==> src/rtl/logic_pipe.sv <==
// Bitwise-logic unit followed by an elastic valid/ready pipeline of STAGES slots.
// Bubbles collapse under backpressure; en freezes everything; done_cnt counts output transfers.
module logic_pipe #(
  parameter int BITS     = 4,
  parameter int STAGES   = 2,
  parameter int CNT_BITS = 8
) (
  input  logic                clk,
  input  logic                n_rst,
  input  logic                en,
  input  logic                in_valid,
  output logic                in_ready,
  input  logic [2:0]          op,
  input  logic [BITS-1:0]     foo,
  input  logic [BITS-1:0]     bar,
  output logic                out_valid,
  input  logic                out_ready,
  output logic [BITS-1:0]     result,
  output logic                zero,
  output logic [CNT_BITS-1:0] done_cnt
);

  logic [BITS-1:0]     w_alu;
  logic                w_alu_zero;
  logic [STAGES-1:0]   w_vld;
  logic [STAGES-1:0]   w_zero;
  logic [BITS-1:0]     w_res [STAGES];
  logic [STAGES-1:0]   w_adv;
  logic                w_open;
  logic                w_in_xfer;
  logic [CNT_BITS-1:0] r_done;

  always_comb begin
    w_alu = '0;
    case (op)
      3'b000:  w_alu = foo & bar;
      3'b001:  w_alu = foo | bar;
      3'b010:  w_alu = foo ^ bar;
      3'b011:  w_alu = ~(foo & bar);
      3'b100:  w_alu = ~(foo | bar);
      3'b101:  w_alu = ~(foo ^ bar);
      3'b110:  w_alu = foo;
      default: w_alu = ~foo;
    endcase
  end

  assign w_alu_zero = (w_alu == '0);

  // Walk from the output back: a stage moves if the slot ahead is free or moving.
  // After the loop w_open tells whether stage 0 can take a new operand.
  always_comb begin
    w_open = out_ready;
    w_adv  = '0;
    for (int k = STAGES - 1; k >= 0; k--) begin
      w_adv[k] = en & w_vld[k] & w_open;
      w_open   = ~w_vld[k] | w_open;
    end
  end

  assign in_ready  = n_rst & en & w_open;
  assign w_in_xfer = in_valid & in_ready;
  assign out_valid = en & w_vld[STAGES-1];
  assign result    = w_res[STAGES-1];
  assign zero      = w_zero[STAGES-1];
  assign done_cnt  = r_done;

  for (genvar g = 0; g < STAGES; g++) begin : g_stage
    logic            w_ld;
    logic [BITS-1:0] w_src_res;
    logic            w_src_zero;
    logic            r_vld;
    logic [BITS-1:0] r_res;
    logic            r_zero;

    if (g == 0) begin : g_head
      assign w_ld       = w_in_xfer;
      assign w_src_res  = w_alu;
      assign w_src_zero = w_alu_zero;
    end else begin : g_tail
      assign w_ld       = w_adv[g-1];
      assign w_src_res  = w_res[g-1];
      assign w_src_zero = w_zero[g-1];
    end

    always_ff @(posedge clk or negedge n_rst) begin
      if (!n_rst) begin
        r_vld  <= 1'b0;
        r_res  <= '0;
        r_zero <= 1'b0;
      end else if (w_ld) begin
        r_vld  <= 1'b1;
        r_res  <= w_src_res;
        r_zero <= w_src_zero;
      end else if (w_adv[g]) begin
        r_vld  <= 1'b0;
      end
    end

    assign w_vld[g]  = r_vld;
    assign w_res[g]  = r_res;
    assign w_zero[g] = r_zero;
  end

  always_ff @(posedge clk or negedge n_rst) begin
    if (!n_rst) r_done <= '0;
    else if (w_adv[STAGES-1]) r_done <= r_done + CNT_BITS'(1);
  end

endmodule

==> config.mk <==
export PLATFORM = sky130hd
export DESIGN_NAME = logic_pipe
export DESIGN_NICKNAME = d
export VERILOG_FILES = /design/src/rtl/logic_pipe.sv
export SDC_FILE = /design/constraint.sdc
export NUM_CORES = 1
export LEC_CHECK = 0
export CAP_MARGIN = 40
export CORE_MARGIN = 1.5
export CORE_UTILIZATION = 61
export CTS_BUF_LIST = sky130_fd_sc_hd__clkbuf_4 sky130_fd_sc_hd__clkbuf_8 sky130_fd_sc_hd__clkbuf_16
export CTS_CLUSTER_SIZE = 20
export DETAILED_ROUTE_END_ITERATION = 8
export DONT_BUFFER_PORTS = 1
export MAX_ROUTING_LAYER = met4
export PLACE_DENSITY = 0.88
export SYNTH_ARGS = -nofsm -noshare
export SYNTH_HDL_FRONTEND = slang
export SYNTH_SLANG_ARGS = --single-unit
export TNS_END_PERCENT = 5
==> constraint.sdc <==
create_clock -name clk -period 1.7 [get_ports clk]
set_clock_uncertainty 0.05 [all_clocks]
set_input_delay 0.17 -clock clk [delete_from_list [all_inputs] [get_ports clk]]
set_output_delay 0.17 -clock clk [all_outputs]
set_load 0.05 [all_outputs]
# Word-level counts from Yosys, hierarchy flattened
# Cells that the tools add are included.
[classes]
n_addsub = 1
n_eq_ne = 6
mux = 5
n_bitwise = 18
reduce_logical = 4
[ops]
columns = ["operator", "n"]
rows = [
  ["one-hot mux 4 bit (7 select lines)", 1],
  ["inverter 4 bit", 4],
  ["equality test 3 bit (second input constant)", 3],
  ["adder 8 x 1 -> 8 bit (second input constant)", 1],
  ["bitwise AND 1 bit", 7],
  ["equality test 3 x 2 -> 1 bit (second input constant)", 2],
  ["bitwise AND 4 bit", 1],
  ["zero test 4 bit", 1],
  ["2-to-1 mux 1 bit", 4],
  ["OR 4 bit", 1],
  ["nonzero test 2 bit", 2],
  ["XOR 4 bit", 1],
  ["equality test 3 x 1 -> 1 bit (second input constant)", 1],
  ["zero test 3 bit", 1],
  ["inverter 1 bit", 2],
  ["OR 1 bit", 2],
]
[totals]
register_bits = 20
input_bits = 16
out_inout_bits = 15
word_cells = 41

# Logic depth before layout (Yosys ltp)
# Gate-level depths: netlist of run 1.
[depth]
ltp_word = 6
mapped_depth = 7
mapped_depth_nobuf = 7

# Worst setup path before layout of run 1
# OpenSTA, ideal clock, no wires.
[synth_path]
path_type = "reg2reg"
startpoint = "register g_stage[1].r_vld"
endpoint = "register g_stage[0].r_res[1]"
setup_ps = 121
arrival_time_ps = 1977
path_slack_ps = -448
path_stages_with_launch = 5
path_buffers = 0
path_cell_list = "dfrtp_1 a31oi_1 nand2_2 and2_1 a41o_1"
[synth_via]
elab_chain_len = 5
[synth_lines]
columns = ["element", "line_no", "text"]
rows = [
  ["from (decl)", "71", "logic r_vld;"],
  ["from (signal assigned)", "87", "r_vld <= 1'b0;"],
  ["from (signal assigned)", "91", "r_vld <= 1'b1;"],
  ["from (signal assigned)", "95", "r_vld <= 1'b0;"],
  ["inverter 1 bit", "56", "w_open = ~w_vld[k] | w_open;"],
  ["OR 1 bit (2 in a row)", "56", ""],
  ["bitwise AND 1 bit", "60", "assign in_ready = n_rst & en & w_open;"],
  ["via in_ready", "12", "output logic in_ready,"],
  ["bitwise AND 1 bit", "61", "assign w_in_xfer = in_valid & in_ready;"],
  ["to (signal assigned)", "92", "r_res <= w_src_res;"],
  ["to (decl)", "72", "logic [BITS-1:0] r_res;"],
]
# The timed path passes the listed nets, and every way through them passes these cells.
# A chain may end at the register's enable or synchronous reset.

# Final worst setup path of run 1
[layout_path]
startpoint = "register g_stage[1].r_vld"
endpoint = "output port in_ready"
[layout_via]
elab_chain_len = 4
[layout_lines]
columns = ["element", "line_no"]
rows = [
  ["inverter 1 bit", "56"],
  ["OR 1 bit (2 in a row)", "56"],
  ["bitwise AND 1 bit", "60"],
  ["to (decl)", "12"],
]
# Every way passes these cells.

==> out/qor.yml, run 1 <==
clocking:
  cts_setup_buffers: 0
  cts_buffers: 3
  ctsHoldBuffers: 2
  clk_path_buf_depth: 2
  numClockSinks: 20
  h-tree-depth: 1
  cts_resized: 0
  tritoncts: "yes"
  clk-insertion-delay-late_ns: 0.30
  cts_root_buffer: "clkbuf_4"
  clk_pin_slew_worst_paths_ns: 0.12
route:
  vias: 988
  wl_per_cell_um: 16.89
  drtIter0Drc: 22
  firstDrtPassIters: 4
  drt-vias-per-instance: 5.952
  wirelength_mm: 2.803
  drc: 0
  ant_nets: 0
placed_design:
  gp_congestion: 0.7737
  placedCellCount: 159
  portBuffers: 0
  dp_hpwl_mm: 2.156
timing:
  rsz0062_at_grt: "no"
  period_share: 0.8343
  worst_pin_slew_ns: 0.4977
  hold_viol: 0
  fmax_mhz: 705.1
  setup_tns_ns: 0
  slew_violations: 0
  max-slew-margin-rel: 0.6682
  setup_viol: 0
  fin_crit_ns: 1.418
worst_setup_path:
  path_depth: 2
  cp_slowest_cell: "dfrtp_1"
  path_buf_inv: 1
  crit_path_cell_trace: "a31oi_4 -> buf_4"
  cp_slowest_stage_delay_ns: 0.45
  crit_fanout: 5
  regToRegEndpoint: "g_stage[0].r_res[1]"
  crit_type: "register to output pin"
  cpLargestDelayFamily: "flip-flops"
  cp-start-kind: "register"
  rr_startpoint: "g_stage[1].r_vld"
  end_kind: "output pin"
  crit_path_end: "in_ready"
  crit_arrival_ns: 1.20
  crit_start: "g_stage[1].r_vld"
  worstPathRequired_ns: 1.48
  r2r_setup_slack_ns: 0.34
  worstRegToRegCells: 4
floorplan:
  die_h_um: 49.30
  start_util: 0.6597
  core_mm2: 0.001982
  pin_count: 31
  die_w_um: 49.30
  rows: 16
  die_area_mm2: 0.002430
logic_synthesis:
  syn_area_mm2: 0.001308
  yosys_warnings: 0
  synthSimpleGateAreaFrac: 0.1368
  ys_ff_latch: 20
  synth_fp_nets: 152
  syn_inst: 127
  synth_compound_area_frac: 0.1311
  synth_top_family_by_area: "multiplexers"
  ys_seq_area_frac: 0.3828
  synth_adder_area_share: 0.08612
  synth_xor_area_frac: 0.04689
  synth.area.mux_share: 0.1512
  synth_cell_types: 42
  synth.avg_cell_area_um2: 10.30
power_and_ir_drop:
  vdd_drop_max_uv: 1167
  p_leak_uw: 0.0007293
  power_density_mw_per_mm2: 1378
hold_path:
  hp-class: "input pin to register"
  hold_path_depth: 2
layout:
  seq_area_um2: 500.5
  antenna_cells: 0
  drive_gt1_frac: 0.2302
  final_nets: 165
  synthToLayoutAreaGrowth_pct: 13.40
  num-fill-cells: 134
  fin_cells: 166
  multi_input_area_um2: 737.0
grt:
  antenna_found_initial: 0
  track_usage: 0.2709
  grt_remaining_overflow: 0
  grt_max_degree: 21
  grt_pass1_vias: 1053
  grt_pass1_wl_mm: 4.836
run_status:
  outcome: "finished clean"
job:
  drv_cap: 0
==> state kept, by name, indices dropped and copies added, names as in the netlist <==
register	count
done_cnt	8
g_stage.r_res	4
g_stage.r_zero	1
g_stage.r_vld	2
zero	1
result	4
==> power breakdown <==
part,internal [uW],switching [uW]
logic,285,419
clock network,238,146
registers,630,326
total,1150,891
==> worst min-delay path by stage <==
stage / startpoint / endpoint / slack (ns)
3_5_place_dp: n_rst / done_cnt[7] / -0.18
5_1_grt: n_rst / result[2] / 0.03
2_1_floorplan: n_rst / done_cnt[0] / -0.18
4_1_cts: in_valid / g_stage[0].r_vld / 0.04
3_3_place_gp: n_rst / done_cnt[7] / -0.18
6_report: in_valid / g_stage[0].r_vld / 0.04
==> kinds of logic (layout without fill, tap and decap cells) <==
group                    Yosys count  in the layout
AO/OA/AOI/OAI                     23             23
XOR/XNOR                           7              7
adder cells (fa/ha/maj)            9              9
buffers and inverters             18             30
flip-flops                        20             20
multiplexers                      17             17
AND/OR/NAND/NOR                   33             33
==> cells in the final DEF, fill, tap and decap left out, drive strengths merged, types with 3 or more instances in the layout <==
master  instances
and2            3
ha              9
nand3           4
nand2          11
dfrtp          20
o21ai           4
xnor2           6
buf            11
inv            13
mux2i           7
mux2            9
clkbuf          3
nor2            4
a21oi           5
==> worst register-to-register path: cells and delay by family, from the launching register on <==
family / cells / cell delay, ns
AO/OA/AOI/OAI: 2 / 0.41
flip-flops: 1 / 0.45
AND/OR/NAND/NOR: 2 / 0.33
==> synth_stat cells <==
master     instances  area share
and2b_1            2       0.011
inv_2              2      0.0057
o21ai_1            1      0.0038
inv_1             11       0.032
ha_1               9       0.086
mux2_4             1       0.011
o21ai_0            3       0.011
a32o_2             1      0.0086
xnor2_1            6       0.040
and3_1             2      0.0096
a311o_1            1      0.0077
nor3_1             1      0.0038
mux2_2             6       0.052
nand3_1            4       0.015
and2_1             3       0.014
nand2_1           10       0.029
buf_2              2      0.0077
a21o_1             1      0.0057
buf_6              2       0.017
a31oi_1            2      0.0096
o211ai_1           2       0.011
and3b_1            1      0.0067
a22oi_1            1      0.0057
mux2_1             2       0.017
nand4_1            2      0.0096
a41o_1             1      0.0077
and4bb_2           1      0.0096
mux2i_1            7       0.054
o221a_2            1      0.0086
nand2b_1           2      0.0096
o32ai_1            1      0.0067
clkbuf_1           1      0.0029
a21oi_1            5       0.019
nor2_2             1      0.0048
nor2_1             3      0.0086
dfrtp_1           20        0.38
o41ai_2            1       0.012
o2bb2ai_1          1      0.0067
a211oi_1           1      0.0057
nand2_2            1      0.0048
xor2_1             1      0.0067
mux4_2             1       0.017
==> routing by layer <==
metal | global-route usage | vias to the layer above | part of all wire | routed length, um
met3 | 0.06748 | 6 | 0.057 | 159
li1 | - | 473 | - | -
met5 | - | - | 0 | 0
met1 | 0.3124 | 474 | 0.39 | 1093
met4 | 0.07619 | 0 | 0.018 | 50
met2 | 0.4662 | 35 | 0.54 | 1500
==> per-stage QoR <==
stage                     hold WS, ns    util  setup WS, ns  instance area (um2)  total power (uW)
after CTS                     0.04461  0.7405        0.2773                 1468              2045
after floorplan               -0.1756       -       0.05205                 1323              1461
after global routing          0.02636  0.7481        0.2215                 1483              2142
final                         0.04409  0.7481        0.2817                 1483              2044
after global placement        -0.1752  0.7039        0.1010                 1395              1606
after detailed placement      -0.1753  0.7039       0.05258                 1395              1647
==> final cells by class <==
cell class / count / share of cell area
clock buffer: 3 / 0.01519
clock inverter: 1 / 0.02025
inverter: 13 / 0.03291
multi-input combinational: 89 / 0.4970
sequential: 20 / 0.3376
tap: 27 / 0.02278
timing repair buffer: 13 / 0.07426
(Power assumes the default switching activity.)
==> inputs of run 2 (changes only) <==
Clock period 1.7 ns to 1.5 ns, I/O delays scaled along.
==> run 2 against run 1 <==
First-iteration DRC count is 36% lower. Core utilization is 2.1 points higher. Register-to-register slack worse by 0.21 ns. Die area stayed put. Critical endpoint unchanged. Highest routed layer unchanged.
==> out/qor.yml, run 2 (same netlist as run 1, synthesis figures left out) <==
hold_path:
  hp-class: "input pin to register"  # unchanged
worst_setup_path:
  cp-start-kind: "register"  # unchanged
  crit_type: "register to output pin"  # unchanged
  cp_slowest_stage_delay_ns: 0.46  # was 0.45 ns
  cp_slowest_cell: "dfrtp_1"  # unchanged
  cpLargestDelayFamily: "flip-flops"  # unchanged
  end_kind: "output pin"  # unchanged
  worstPathRequired_ns: 1.30  # was 1.48 ns
  crit_arrival_ns: 1.23  # was 1.20 ns
  crit_path_cell_trace: "a31oi_4 -> buf_4"  # unchanged
  crit_fanout: 5  # unchanged
  path_buf_inv: 1  # unchanged
layout:
  final_nets: 170  # was 165
  antenna_cells: 0  # unchanged
  drive_gt1_frac: 0.2708  # was 0.2302
  final_cell_mix: "dfrtp_1, buf_4, inv_1, nand2_1, ha_1"  # was dfrtp_1, inv_1, nand2_1, buf_4, ha_1
  largest_reg_flops: 8  # unchanged
  synthToLayoutAreaGrowth_pct: 16.55  # was 13.40%
  final_common_cell: "dfrtp_1"  # unchanged
  final_core_util: 0.7689  # was 0.7481
route:
  drt-vias-per-instance: 5.865  # was 5.952
  drc: 0  # unchanged
  firstDrtPassIters: 4  # unchanged
  routedLengthMet1_mm: 1.214  # was 1.093 mm
  ant_nets: 0  # unchanged
  wl_met2_mm: 1.398  # was 1.500 mm
  vias: 1003  # was 988
  wirelength_mm: 2.774  # was 2.803 mm
  wl_per_cell_um: 16.22  # was 16.89 um
  route.met3.wl_um: 127  # was 159 um
  maxUsedRoutingLayer: "met4"  # unchanged
  drtIter0Drc: 14  # was 22
floorplan:
  die_area_mm2: 0.002430  # unchanged
  core_mm2: 0.001982  # unchanged
  die_w_um: 49.30  # unchanged
  start_util: 0.6597  # unchanged
  die_h_um: 49.30  # unchanged
  pin_count: 31  # unchanged
  rows: 16  # unchanged
clocking:
  clk-insertion-delay-late_ns: 0.32  # was 0.30 ns
  cts_buffers: 3  # unchanged
  tritoncts: "yes"  # unchanged
  clk_pin_slew_worst_paths_ns: 0.11  # was 0.12 ns
  numClockSinks: 20  # unchanged
  clk_path_buf_depth: 2  # unchanged
  cts_root_buffer: "clkbuf_4"  # unchanged
  h-tree-depth: 1  # unchanged
  cts_setup_buffers: 0  # unchanged
job:
  drv_cap: 0  # unchanged
timing:
  fin_hold_ws_ns: 0.05562  # was 0.04409 ns
  fmax_mhz: 699.8
  worst_pin_slew_ns: 0.4929  # was 0.4977 ns
  period_share: 0.9527
  setup_viol: 0  # unchanged
  rsz0062_at_grt: "no"  # unchanged
  fin_crit_ns: 1.429
  setup_tns_ns: 0  # unchanged
  hold_viol: 0  # unchanged
  slew_violations: 0  # unchanged
  max-slew-margin-rel: 0.6714  # was 0.6682
grt:
  antenna_found_initial: 0  # unchanged
  grt_remaining_overflow: 0  # unchanged
  grt_pass1_wl_mm: 4.843  # was 4.836 mm
  grt_max_degree: 21  # unchanged
  grt_pass1_vias: 1041  # was 1,053
  track_usage: 0.2725  # was 0.2709
power_and_ir_drop:
  power_density_mw_per_mm2: 1591  # was 1378 mW/mm2
  vdd_drop_max_uv: 1459  # was 1167 uV
  p_leak_uw: 0.0007547  # was 0.0007293 uW
placed_design:
  gp_congestion: 0.7970  # was 0.7737
  portBuffers: 0  # unchanged
  dp_hpwl_mm: 1.979  # was 2.156 mm
run_status:
  outcome: "finished clean"  # unchanged
==> run 2: cell types whose count changed in the layout (fill, tap and decap cells not counted), sizes merged <==
cell  before  now
buf       11   16
==> run 2: worst paths after layout <==
| kind | from | to | slack [ns] | cells after the start |
|---|---|---|---|---|
| min in group asynchronous | n_rst | done_cnt[1] | 0.10 | 1 |
| max in group asynchronous | n_rst | g_stage[0].r_res[3] | 0.88 | 2 |
| setup / recovery | g_stage[1].r_vld | in_ready | 0.07 | 2 |
| hold / removal | out_ready | g_stage[1].r_vld | 0.06 | 2 |
| setup reg to reg | g_stage[1].r_vld | g_stage[0].r_res[1] | 0.13 | 4 |
| hold reg to reg | g_stage[0].r_res[2] | g_stage[0].r_res[2] | 0.44 | 2 |
==> run 2: stage by stage <==
| stage | power, uW | area (um2) | std cells | worst slack, ns |
|---|---|---|---|---|
| CTS | 2429 | 1506 | 170 | 0.06646 |
| global route | 2543 | 1524 | 171 | 0.002279 |
| detailed placement | 1952 | 1434 | 164 | -0.1164 |
| finish | 2425 | 1524 | 171 | 0.07099 |
| floorplan | 1658 | 1324 | 127 | -0.05700 |
| global placement | 1907 | 1434 | 164 | -0.07936 |
==> run 2: area by class of cell <==
| cell class | instances | area (um2) |
|---|---|---|
| Multi-Input combinational cell | 89 | 740.7 |
| Fill cell | 139 | 457.9 |
| Sequential cell | 20 | 500.5 |
| Timing Repair Buffer | 18 | 147.6 |
| Tap cell | 27 | 33.78 |
| Inverter | 13 | 48.80 |
| Clock buffer | 3 | 22.52 |
| Clock inverter | 1 | 30.03 |
==> run 2: per-layer routing <==
metal | GRT usage | vias to the layer above
li1 | - | 487
met2 | 0.4437 | 28
met4 | 0.07143 | 0
met3 | 0.07669 | 4
met5 | - | -
met1 | 0.3333 | 484
==> run 2: repair_timing <==
action / 4_1_cts / 5_1_grt
endpoints found under the hold margin: 22 / 0
endpoints found under the setup margin: 0 / 3
resized for setup: 0 / 1
hold buffers: 2 / 0
==> run 2: power breakdown <==
group / internal, uW / total, uW / switching (uW)
registers: 718 / 885 / 167
logic: 393 / 1090 / 700
clock network: 271 / 445 / 175
total: 1380 / 2420 / 1040
==> inputs of run 3 (changes only) <==
Settings changed: ABC_CLOCK_PERIOD_IN_PS from default to 1500, CORE_UTILIZATION 61 to 35, PLACE_DENSITY 0.88 to 0.6.
==> run 3 against run 2 <==
Cell area up 1.1%. First-iteration DRC count grew 110%. Clock power fell by 7.6%. Largest power group unchanged.
==> out/qor.yml, run 3 (same netlist as run 1, synthesis figures left out) <==
grt:
  grt_pass1_wl_mm: 4.278  # was 4.843 mm
  grt_remaining_overflow: 0  # unchanged
  antenna_found_initial: 0  # unchanged
  track_usage: 0.1351  # was 0.2725
  grt_pass1_vias: 977  # was 1,041
  grt_max_degree: 21  # unchanged
timing:
  setup_viol: 0  # unchanged
  period_share: 0.9050  # was 0.9527
  fin_hold_ws_ns: 0.004617  # was 0.05562 ns
  rsz0062_at_grt: "no"  # unchanged
  worst_pin_slew_ns: 0.4938  # was 0.4929 ns
  slew_violations: 0  # unchanged
  fmax_mhz: 736.7  # was 699.8 MHz
  hold_viol: 0  # unchanged
  max-slew-margin-rel: 0.6708  # was 0.6714
  fin_crit_ns: 1.357  # was 1.429 ns
floorplan:
  core_mm2: 0.003633  # was 0.001982 mm2
  die_h_um: 64.12  # was 49.30 um
  rows: 22  # was 16
  start_util: 0.3598  # was 0.6597
  pin_count: 31  # unchanged
  die_w_um: 64.12  # was 49.30 um
  die_area_mm2: 0.004111  # was 0.002430 mm2
clocking:
  cts_setup_buffers: 0  # unchanged
  clk-insertion-delay-late_ns: 0.26  # was 0.32 ns
  h-tree-depth: 1  # unchanged
  cts_buffers: 3  # unchanged
  clk_path_buf_depth: 2  # unchanged
  tritoncts: "yes"  # unchanged
  cts_root_buffer: "clkbuf_8"  # was clkbuf_4
  numClockSinks: 20  # unchanged
  clk_pin_slew_worst_paths_ns: 0.07  # was 0.11 ns
placed_design:
  gp_congestion: 0.7409  # was 0.7970
  portBuffers: 0  # unchanged
  dp_hpwl_mm: 1.896  # was 1.979 mm
worst_setup_path:
  cp_slowest_cell: "dfrtp_1"  # unchanged
  crit_arrival_ns: 1.45  # was 1.23 ns
  crit_fanout: 5  # unchanged
  crit_type: "register to register"  # was register to output pin
  cpLargestDelayFamily: "simple AND/OR/NAND/NOR gates"  # was flip-flops
  cp-start-kind: "register"  # unchanged
  end_kind: "register"  # was output pin
  crit_path_cell_trace: "and2_2 -> nand2_1 -> nor2_1 -> nand3_1 -> xnor2_1"  # was a31oi_4 -> buf_4
  worstPathRequired_ns: 1.60  # was 1.30 ns
  cp_slowest_stage_delay_ns: 0.44  # was 0.46 ns
  path_buf_inv: 0  # was 1
power_and_ir_drop:
  vdd_drop_max_uv: 551.2  # was 1459 uV
  power_density_mw_per_mm2: 1521  # was 1591 mW/mm2
  total_power_uw: 2343  # was 2425 uW
  p_leak_uw: 0.0007515  # was 0.0007547 uW
layout:
  antenna_cells: 0  # unchanged
  final_cell_mix: "dfrtp_1, buf_4, inv_1, nand2_1, ha_1"  # unchanged
  drive_gt1_frac: 0.2657  # was 0.2708
  final_common_cell: "dfrtp_1"  # unchanged
  final_nets: 169  # was 170
  final_core_util: 0.4239  # was 0.7689
  num-fill-cells: 368  # was 139
  largest_reg_flops: 8  # unchanged
  synthToLayoutAreaGrowth_pct: 17.80  # was 16.55%
route:
  firstDrtPassIters: 4  # unchanged
  drc: 0  # unchanged
  wl_per_cell_um: 12.83  # was 16.22 um
  ant_nets: 0  # unchanged
  wirelength_mm: 2.451  # was 2.774 mm
  drt-vias-per-instance: 5.099  # was 5.865
  drtIter0Drc: 29  # was 14
  vias: 974  # was 1,003
hold_path:
  hp-class: "input pin to register"  # unchanged
run_status:
  outcome: "finished clean"  # unchanged
job:
  drv_cap: 0  # unchanged
==> run 3: path summary, 6_finish.rpt <==
| check | start | endpoint | slack, ns | depth (start not counted) |
|---|---|---|---|---|
| setup / recovery | g_stage[1].r_vld | done_cnt[5] | 0.14 | 5 |
| hold / removal | in_valid | g_stage[0].r_res[1] | 0.005 | 1 |
| setup reg to reg | g_stage[1].r_vld | done_cnt[5] | 0.14 | 5 |
| hold reg to reg | g_stage[0].r_res[2] | g_stage[0].r_res[2] | 0.43 | 2 |
| max in group asynchronous | n_rst | g_stage[0].r_res[2] | 0.98 | 2 |
| min in group asynchronous | n_rst | done_cnt[7] | 0.08 | 1 |
==> run 3: area by class of cell <==
type / count / area (um2) / share of cell area
timing repair buffer: 17 / 137.6 / 0.08936
tap: 48 / 60.06 / 0.03899
inverter: 13 / 48.80 / 0.03168
clock buffer: 4 / 55.05 / 0.03574
multi-input combinational: 89 / 738.2 / 0.4793
sequential: 20 / 500.5 / 0.3249
==> run 3: report_power, final <==
group          switching [uW]  internal [uW]  total (uW)
registers                 142            719         861
logic                     680            392        1070
clock network             177            234         411
total                     999           1340        2340
==> run 3: per-stage QoR <==
stage	cell area, um2	setup TNS, ns	setup slack [ns]	cells
global placement	1460	-0.1235	-0.08926	185
CTS	1525	0	0.1330	190
finish	1540	0	0.1426	191
detailed placement	1460	-0.1699	-0.1153	185
global route	1540	0	0.02015	191
floorplan	1324	-0.1059	-0.05700	127
==> run 3: worst reg2reg max path: stages (launching register included) <==
cell	delay (ns)
dfrtp_1	0.44
and2_2	0.19
nand2_1	0.09
nor2_1	0.21
nand3_1	0.13
xnor2_1	0.14
==> run 3: what timing repair did <==
action / 4_1_cts / 5_1_grt
setup endpoints to repair: 0 / 0
hold buffers: 1 / 0
gates resized for setup: 0 / 0
hold endpoints to repair: 20 / 0
==> run 3: per-layer routing <==
metal | vias to the layer above | GRT usage | routed length [um]
li1 | 487 | - | -
met1 | 465 | 0.1756 | 1153
met2 | 17 | 0.2018 | 1132
met3 | 5 | 0.02289 | 102
met4 | 0 | 0.07181 | 62
met5 | - | - | 0
